## config.mk

```make
export PLATFORM = sky130hd
export DESIGN_NAME = wb_arb2_rr
export DESIGN_NICKNAME = d
export VERILOG_FILES = /design/src/rtl/wb_arb2_rr.sv
export SDC_FILE = /design/constraint.sdc
export NUM_CORES = 1
export LEC_CHECK = 0
export ABC_CLOCK_PERIOD_IN_PS = 4200
export BUFFER_PORTS_ARGS = -buffer_cell sky130_fd_sc_hd__buf_4
export CAP_MARGIN = 20
export CORE_AREA = 8 8 112 114
export DETAILED_ROUTE_END_ITERATION = 12
export DIE_AREA = 0 0 120 122
export PLACE_DENSITY = 0.57
export SETUP_SLACK_MARGIN = 0.1
export SLEW_MARGIN = 20
export SYNTH_ARGS = -nofsm -noshare
export SYNTH_HDL_FRONTEND = slang
export SYNTH_SLANG_ARGS = --single-unit
```

## constraint.sdc

```tcl
create_clock -name wb_clk_i -period 4.2 [get_ports wb_clk_i]
set_input_delay 0.84 -clock wb_clk_i [delete_from_list [all_inputs] [get_ports wb_clk_i]]
set_output_delay 0.84 -clock wb_clk_i [all_outputs]
set_load 0.005 [all_outputs]
```

## src/rtl/wb_arb2_rr.sv

```systemverilog
// rtl/wb_arb2_rr.sv - two-master round-robin Wishbone B3 arbiter with bus watchdog
module wb_arb2_rr #(
    parameter int AW      = 32,
    parameter int DW      = 32,
    parameter int TIMEOUT = 255
) (
    input  logic                  wb_clk_i,
    input  logic                  wb_rst_i,
    input  logic [2*AW-1:0]       m_adr_i,
    input  logic [2*DW-1:0]       m_dat_i,
    input  logic [2*(DW/8)-1:0]   m_sel_i,
    input  logic [1:0]            m_we_i,
    input  logic [1:0]            m_cyc_i,
    input  logic [1:0]            m_stb_i,
    input  logic [5:0]            m_cti_i,
    input  logic [3:0]            m_bte_i,
    output logic [DW-1:0]         m_dat_o,
    output logic [1:0]            m_ack_o,
    output logic [1:0]            m_err_o,
    output logic [1:0]            m_rty_o,
    output logic [AW-1:0]         s_adr_o,
    output logic [DW-1:0]         s_dat_o,
    output logic [DW/8-1:0]       s_sel_o,
    output logic                  s_we_o,
    output logic                  s_cyc_o,
    output logic                  s_stb_o,
    output logic [2:0]            s_cti_o,
    output logic [1:0]            s_bte_o,
    input  logic [DW-1:0]         s_dat_i,
    input  logic                  s_ack_i,
    input  logic                  s_err_i,
    input  logic                  s_rty_i,
    output logic [1:0]            grant_o,
    output logic                  wdt_o
);

    localparam int SW = DW / 8;
    localparam int CW = (TIMEOUT > 1) ? $clog2(TIMEOUT + 1) : 1;
    localparam bit WDT_EN = (TIMEOUT != 0);
    localparam logic [CW-1:0] WDT_LIM = CW'(TIMEOUT);

    typedef enum logic [1:0] {IDLE, OWN0, OWN1} state_t;

    state_t          state, state_nxt;
    logic            last_owner, last_owner_nxt;
    logic [CW-1:0]   wdt_cnt;
    logic            owner, owned, stb_raw, slv_term, wdt_fire;

    always_ff @(posedge wb_clk_i) begin
        if (wb_rst_i) begin
            state      <= IDLE;
            last_owner <= 1'b1;
            wdt_cnt    <= '0;
        end else begin
            state      <= state_nxt;
            last_owner <= last_owner_nxt;
            // Any termination, idle strobe, firing or ownership change restarts the stall count
            if (!stb_raw || slv_term || wdt_fire || (state_nxt != state))
                wdt_cnt <= '0;
            else if (wdt_cnt != {CW{1'b1}})
                wdt_cnt <= wdt_cnt + 1'b1;
        end
    end

    always_comb begin
        owner    = (state == OWN1);
        owned    = (state != IDLE);
        slv_term = s_ack_i | s_err_i | s_rty_i;

        // Master 0 fields are routed whenever master 1 does not own the bus
        s_adr_o  = owner ? m_adr_i[AW +: AW] : m_adr_i[0 +: AW];
        s_dat_o  = owner ? m_dat_i[DW +: DW] : m_dat_i[0 +: DW];
        s_sel_o  = owner ? m_sel_i[SW +: SW] : m_sel_i[0 +: SW];
        s_we_o   = owner ? m_we_i[1]         : m_we_i[0];
        s_cti_o  = owner ? m_cti_i[5:3]      : m_cti_i[2:0];
        s_bte_o  = owner ? m_bte_i[3:2]      : m_bte_i[1:0];
        s_cyc_o  = owned & (owner ? m_cyc_i[1] : m_cyc_i[0]);
        stb_raw  = s_cyc_o & (owner ? m_stb_i[1] : m_stb_i[0]);

        // A slave termination in the firing cycle wins over the watchdog
        wdt_fire = WDT_EN && stb_raw && !slv_term && (wdt_cnt == WDT_LIM);
        s_stb_o  = stb_raw & ~wdt_fire;
        wdt_o    = wdt_fire;
        m_dat_o  = s_dat_i;

        m_ack_o  = 2'b00;
        m_err_o  = 2'b00;
        m_rty_o  = 2'b00;
        if (owned) begin
            m_ack_o[owner] = s_ack_i & s_cyc_o;
            m_rty_o[owner] = s_rty_i & s_cyc_o;
            m_err_o[owner] = (s_err_i & s_cyc_o) | wdt_fire;
        end

        grant_o        = {state == OWN1, state == OWN0};
        state_nxt      = state;
        last_owner_nxt = last_owner;
        case (state)
            IDLE: begin
                if (m_cyc_i == 2'b11)
                    state_nxt = last_owner ? OWN0 : OWN1;
                else if (m_cyc_i[0])
                    state_nxt = OWN0;
                else if (m_cyc_i[1])
                    state_nxt = OWN1;
            end
            OWN0: begin
                if (!m_cyc_i[0]) begin
                    last_owner_nxt = 1'b0;
                    state_nxt      = m_cyc_i[1] ? OWN1 : IDLE;
                end
            end
            OWN1: begin
                if (!m_cyc_i[1]) begin
                    last_owner_nxt = 1'b1;
                    state_nxt      = m_cyc_i[0] ? OWN0 : IDLE;
                end
            end
            default: state_nxt = IDLE;
        endcase
    end

endmodule
```

==> results of run 1 <==
Yosys cell counts (2+ instances only):
cell,instances
mux2_2,74
buf_4,33
dfxtp_1,11
buf_2,10
a21oi_1,6
and3_1,6
nor2_1,4
a211oi_1,3
a21boi_0,3
inv_1,3
nand3_1,3
nor2b_1,3
a31oi_1,2
and4_1,2
nand2_1,2
nand2b_1,2
nor3_1,2
registers in the layout, summed over array words and instances (netlist names):
register	flops
wdt_cnt	8
state	2
last_owner	1
metrics by stage:
stage | worst slack (ns) | instances | util (%) | instance area [µm²]
finish | 1.212 | 528 | 32.80 | 3508
global placement | 1.279 | 524 | 32.37 | 3463
floorplan | 1.603 | 186 | - | 1753
detailed placement | 1.194 | 524 | 32.37 | 3463
CTS | 1.190 | 528 | 32.80 | 3508
global route | 1.091 | 528 | 32.80 | 3508
worst max-delay path by stage:
stage                     slack (ns)         end  cells past startpoint  startpoint
after detailed placement        1.19  m_err_o[1]                      6  m_cyc_i[1]
after floorplan                 1.60  m_err_o[0]                      4  m_stb_i[1]
after global placement          1.28  m_err_o[1]                      6  m_cyc_i[0]
after CTS                       1.19  m_err_o[1]                      6  m_cyc_i[1]
after global routing            1.09  m_err_o[0]                      6  m_cyc_i[1]
final                           1.21  m_err_o[0]                      6  m_cyc_i[1]
kinds of logic (layout without fill, tap and decap cells):
| kind of cell | Yosys count | after routing |
|---|---|---|
| flops | 11 | 11 |
| mux | 74 | 74 |
| simple gates | 33 | 33 |
| buf+inv | 47 | 249 |
| compound gates | 20 | 20 |
| fa+ha+maj | 1 | 1 |
power groups by stage:
| stage | clock, mW | combinational, mW | sequential [mW] |
|---|---|---|---|
| 6_report | 0.105 | 0.330 | 0.111 |
| 5_1_grt | 0.115 | 0.352 | 0.111 |
| 4_1_cts | 0.109 | 0.335 | 0.111 |
| 3_5_place_dp | 0 | 0.333 | 0.113 |
| 3_3_place_gp | 0 | 0.330 | 0.113 |
| 2_1_floorplan | 0 | 0.125 | 0.110 |
routing by layer:
metal,up-vias,wire (µm),global-route usage (%)
met3,8,1956,10.37
met4,2,70,2.186
met5,-,86,3.947
li1,1051,-,-
met1,998,5103,18.25
met2,164,4775,20.75
area by class of cell:
class	count	area, µm²
Fill cell	1122	7189
Timing Repair Buffer	242	1829
Multi-Input combinational cell	128	1227
Sequential cell	11	220.2
Tap cell	140	175.2
Clock buffer	4	45.04
Inverter	3	11.26
==> results by group, run 1 <==
Detailed routing
  • Antenna viol nets, final: 0
  • DRC: 0
  • Drt total wl: 11.99 mm
  • Vias per Instance: 4.210
  • DRT iter0 DRCs: 83
  • Avg WL per Cell: 22.71 µm
  • Pre-Repair DR Iteration Count: 4
  • Via count: 2223

Power and ir drop
  • Leakage power: 1.691 nW
  • Maximum VDD drop: 0.00008070 V
  • Clock network power share: 19.2%
  • Net Switching: 0.1514 mW
  • Seq pwr share: 20.3%
  • Pwr dens: 155.3 nW/µm²
  • Final total power: 0.5448 mW
  • Cell Int Power: 0.3934 mW
  • Switching share of power: 27.79%
  • Comb power frac: 60.5%

Global routing
  • GRT overflow: 0
  • Vias in the first global route: 2283
  • Antenna violations before repair: 0
  • GRT Overall Usage: 14.87%
  • Largest net degree at the start of global routing: 76
  • Global-route wire length before repair: 16.12 mm

Place
  • Port bufs: 241
  • Gpl congestion: 0.8968
  • DP Wirelength: 10.76 mm

CTS
  • Root Driver: clkbuf_8
  • Clock Latency Late Sink: 0.24 ns
  • CTS Buffer Depth: 2
  • Hold_buf cts: 0
  • CTS clk-pin slew, worst paths: 0.05 ns
  • Cts repair resizes: 0
  • Clock sink count: 11
  • Num CTS Buffers: 3
  • Htree depth: 1
  • Post-CTS Setup Repair Bufs: 0
  • CTS tree: built

Worst hold path
  • Number of stages on the worst hold path: 1
  • HP Start: wdt_cnt[4]$_SDFFE_PP0N_
  • Hold WC Path Type: flop to flop
  • Hold endpoint: wdt_cnt[4]$_SDFFE_PP0N_

Flow run
  • Max_cap viols: 0

Floorplanning
  • Io pins: 306
  • Starting Density: 16.39%
  • CORE AREA: 10700 µm²
  • Die height: 122 µm
  • Rows: 38
  • Die width: 120 µm
  • Die ar.: 14640 µm²

Critical path
  • Critical path endpoint category: primary output
  • WP data required: 3.36 ns
  • Worst r2r src: state[0]$_SDFF_PP0_
  • Reg2reg path depth: 4
  • Buffers & Inverters on Critical Path: 2
  • Slowest CP cell: a2111oi_4
  • Top cell by count, worst path: buf_4
  • CP Cell Sequence: buf_4 > nand4b_1 > a2111oi_4 > nand2b_1 > a21boi_0 > buf_4
  • R2R Path End: wdt_cnt[6]$_SDFFE_PP0N_
  • CP max stage delay: 0.49 ns
  • Peak fanout along the critical path: 7
  • Reg-to-reg slack, setup: 2.39 ns
  • Critical Setup Path Class: input pin to primary output
  • Crit-path leading delay family: compound AO/OA/AOI/OAI gates
  • Startpoint Class: input pin
  • Worst EP arrival: 2.15 ns

Timing
  • Final setup fails: 0
  • Fin crit share: 71.14%
  • RSZ-0062 raised after global routing: false
  • Final Skew: 0.005751 ns
  • Final Hold Vio Count: 0
  • Final hold slack: 0.5327 ns
  • Worst slew margin: 69.15%
  • Setup TNS: 0 ns
  • Max Slew Vio Count: 0
  • Final worst path period need: 2.988 ns
  • Tightest Pin Transition: 0.4621 ns
  • Max Fclk: 334.7 MHz

Synthesis
  • Area leader, netlist: mux2_2
  • Synth area leaders: mux2_2, buf_4, dfxtp_1
  • Yosys cell types: 34
  • Area share of fa/ha/maj cells after synthesis: 0.7138%
  • Most common flop cell mapped by yosys: dfxtp_1
  • Area fraction of the dominant cell type after synthesis: 47.54%
  • Synth Area in XOR/XNOR: 0%
  • Post-synthesis mux area share: 47.54%
  • Syn_nets: 376
  • Compound-Gate Fraction of Synth Area: 9.065%
  • Mapped Avg Cell Area: 9.424 µm²
  • Area share of and/or/nand/nor cells after synthesis: 12.28%
  • Yosys reg bits: 11
  • Cells after Synth: 186
  • Async SR Flop Fraction: 0%
  • Mapped Area: 1753 µm²
  • Post-synthesis sequential area ratio: 12.56%
  • Synth warnings: 0
  • EDFF count, synth: 0
  • Main combinational cell family by area after synthesis: multiplexers

Final layout
  • Antenna cells: 0
  • Layout Nets: 579
  • Layout area overhead: 100.1%
  • Most frequent cells in the layout: buf_4, mux2_2, dfxtp_1
  • Fraction of layout cells with a size suffix above 1: 83.76%
  • Most common cell after layout, fill and taps aside: buf_4

Outcome
  • Status: completed
Note: power is estimated with default switching activity, not from simulation.
==> run 2: changes to the inputs <==
--- a/config.mk
+++ b/config.mk
@@ -5,12 +5,12 @@
 export SDC_FILE = /design/constraint.sdc
 export NUM_CORES = 1
 export LEC_CHECK = 0
-export ABC_CLOCK_PERIOD_IN_PS = 4200
+export ABC_CLOCK_PERIOD_IN_PS = 2800
 export BUFFER_PORTS_ARGS = -buffer_cell sky130_fd_sc_hd__buf_4
 export CAP_MARGIN = 20
-export CORE_AREA = 8 8 112 114
+export CORE_AREA = 8 8 113 115
 export DETAILED_ROUTE_END_ITERATION = 12
-export DIE_AREA = 0 0 120 122
+export DIE_AREA = 0 0 121 123
 export PLACE_DENSITY = 0.57
 export SETUP_SLACK_MARGIN = 0.1
 export SLEW_MARGIN = 20
==> constraint.sdc (replaced) <==
create_clock -name wb_clk_i -period 2.8 [get_ports wb_clk_i]
set_input_delay 0.56 -clock wb_clk_i [delete_from_list [all_inputs] [get_ports wb_clk_i]]
set_output_delay 0.56 -clock wb_clk_i [all_outputs]
set_load 0.005 [all_outputs]
==> run 2 against run 1 <==
Effect of this change:
- non-clock buffer count up 11
- setup slack worse by 0.88 ns
- total power is 74% higher
- sequential share of layout area decreased by 0.22 points
- clock power rose by 150%
- critical endpoint is now m_err_o[1]
- largest cell class unchanged
- highest routed layer is now met4
==> results by group, run 2 (same netlist as run 1, synthesis figures left out) <==
Floorplanning
  • Die height: 123 µm
  • Rows: 39
  • CORE AREA: 11080 µm²
  • Die width: 121 µm
  • Die ar.: 14880 µm²
  • Starting Density: 15.83%
  • Io pins: 306

Flow run
  • Max_cap viols: 0

Timing
  • Tightest Pin Transition: 0.4090 ns
  • Final Skew: 0.001059 ns
  • Worst setup margin: 0.3299 ns
  • Setup TNS: 0 ns
  • Fin crit share: 88.22%
  • Max Slew Vio Count: 0
  • Final setup fails: 0
  • Final worst path period need: 2.470 ns
  • Final Hold Vio Count: 0
  • Max Fclk: 404.8 MHz
  • RSZ-0062 raised after global routing: false
  • Worst slew margin: 72.73%

CTS
  • CTS Buffer Depth: 2
  • Clock Latency Late Sink: 0.24 ns
  • CTS tree: built
  • CTS clk-pin slew, worst paths: 0.04 ns
  • Num CTS Buffers: 3
  • Root Driver: clkbuf_16
  • Htree depth: 1
  • Clock sink count: 11

Critical path
  • CP Cell Sequence: nand4b_1 > a2111oi_4 > nand2b_1 > a21boi_0 > buf_4
  • Worst EP arrival: 1.91 ns
  • Critical Setup Path Class: flop to primary output
  • Slowest CP cell: dfxtp_1
  • Critical path endpoint category: primary output
  • Crit-path leading delay family: compound AO/OA/AOI/OAI gates
  • Buffers & Inverters on Critical Path: 1
  • Startpoint Class: flop
  • Peak fanout along the critical path: 9
  • WP data required: 2.24 ns
  • CP max stage delay: 0.47 ns

Place
  • Dpl cell area: 3540 µm²
  • Port bufs: 241
  • Gpl congestion: 0.7980
  • DP Wirelength: 10.89 mm
  • Worst slack, placed: 0.3872 ns

Power and ir drop
  • Leakage power: 1.770 nW
  • Clock network power share: 27.5%
  • Comb power frac: 55.0%
  • Cell Int Power: 0.6959 mW
  • Pwr dens: 260.0 nW/µm²
  • Net Switching: 0.2545 mW
  • Maximum VDD drop: 0.0001592 V
  • Seq pwr share: 17.5%
  • Switching share of power: 26.78%

Detailed routing
  • DRT iter0 DRCs: 74
  • Pre-Repair DR Iteration Count: 4
  • Avg WL per Cell: 22.43 µm
  • Via count: 2266
  • Drt total wl: 12.16 mm
  • Vias per Instance: 4.181
  • Antenna viol nets, final: 0
  • DRC: 0

Final layout
  • Fraction of layout cells with a size suffix above 1: 84.46%
  • Most common cell after layout, fill and taps aside: buf_4
  • Antenna cells: 0
  • Largest register FFs: 8
  • Layout area overhead: 108.5%
  • Most frequent cells in the layout: buf_4, mux2_2, dfxtp_1
  • Top reg by flops: wdt_cnt
  • Largest registers: wdt_cnt: 8 flops, state: 2 flops, last_owner: 1 flops
  • Layout Nets: 590
  • Finished Cell Area: 3655 µm²

Global routing
  • GRT Overall Usage: 15.22%
  • Largest net degree at the start of global routing: 28
  • GRT overflow: 0
  • Vias in the first global route: 2470
  • Global-route wire length before repair: 16.81 mm
  • Antenna violations before repair: 0

Worst hold path
  • Hold WC Path Type: input pin to flop

Outcome
  • Status: completed
-- run 2: power by group through the flow --
stage	sequential, mW	clock, mW	combinational, mW
6_report	0.167	0.261	0.522
5_1_grt	0.167	0.276	0.559
4_1_cts	0.166	0.267	0.528
3_5_place_dp	0.169	0	0.525
3_3_place_gp	0.169	0	0.520
2_1_floorplan	0.164	0	0.188
-- run 2: per-layer routing --
metal | GRT usage, % | routed length [µm] | share of wire (%) | vias up
met4 | 3.435 | 151 | 1.2 | 0
met1 | 18.43 | 5131 | 42 | 1030
met3 | 7.763 | 1571 | 13 | 6
met2 | 23.56 | 5303 | 44 | 154
met5 | 0 | 0 | 0 | -
li1 | - | - | - | 1076
-- run 2: through the flow --
stage                     utilization (%)  std cells  hold slack, ns  total power [mW]
after floorplan                         -        186          0.4936            0.3524
after detailed placement            31.96        535          0.5283            0.6936
final                               32.99        542          0.5041            0.9503
after CTS                           32.67        539          0.5032            0.9611
after global routing                32.99        542          0.5168             1.003
after global placement              31.96        535          0.5194            0.6890
-- run 2: final timing paths --
path | startpoint | endpoint | slack [ns] | depth (start not counted)
worst max register to register | state[1]$_SDFF_PP0_ | wdt_cnt[6]$_SDFFE_PP0N_ | 1.16 | 4
worst min-delay path | wb_rst_i | state[1]$_SDFF_PP0_ | 0.50 | 2
worst min register to register | wdt_cnt[4]$_SDFFE_PP0N_ | wdt_cnt[4]$_SDFFE_PP0N_ | 0.54 | 1
worst max-delay path | state[1]$_SDFF_PP0_ | m_err_o[1] | 0.33 | 5
-- run 2: final cells by class --
class                   count  area, µm²
clock buffers               4      78.83
fillers                  1148       7422
inverters                   3      11.26
multi-input cells         128       1227
flip-flops and latches     11      221.5
well taps                 143      178.9
repair buffers            253       1937
-- run 2: timing repair --
action / in CTS / in global routing
resized for setup: 0 / 1
hold buffers: 0 / 0
buffers inserted: 0 / 3
endpoints found under the setup margin: 0 / 43
endpoints found under the hold margin: 0 / 0
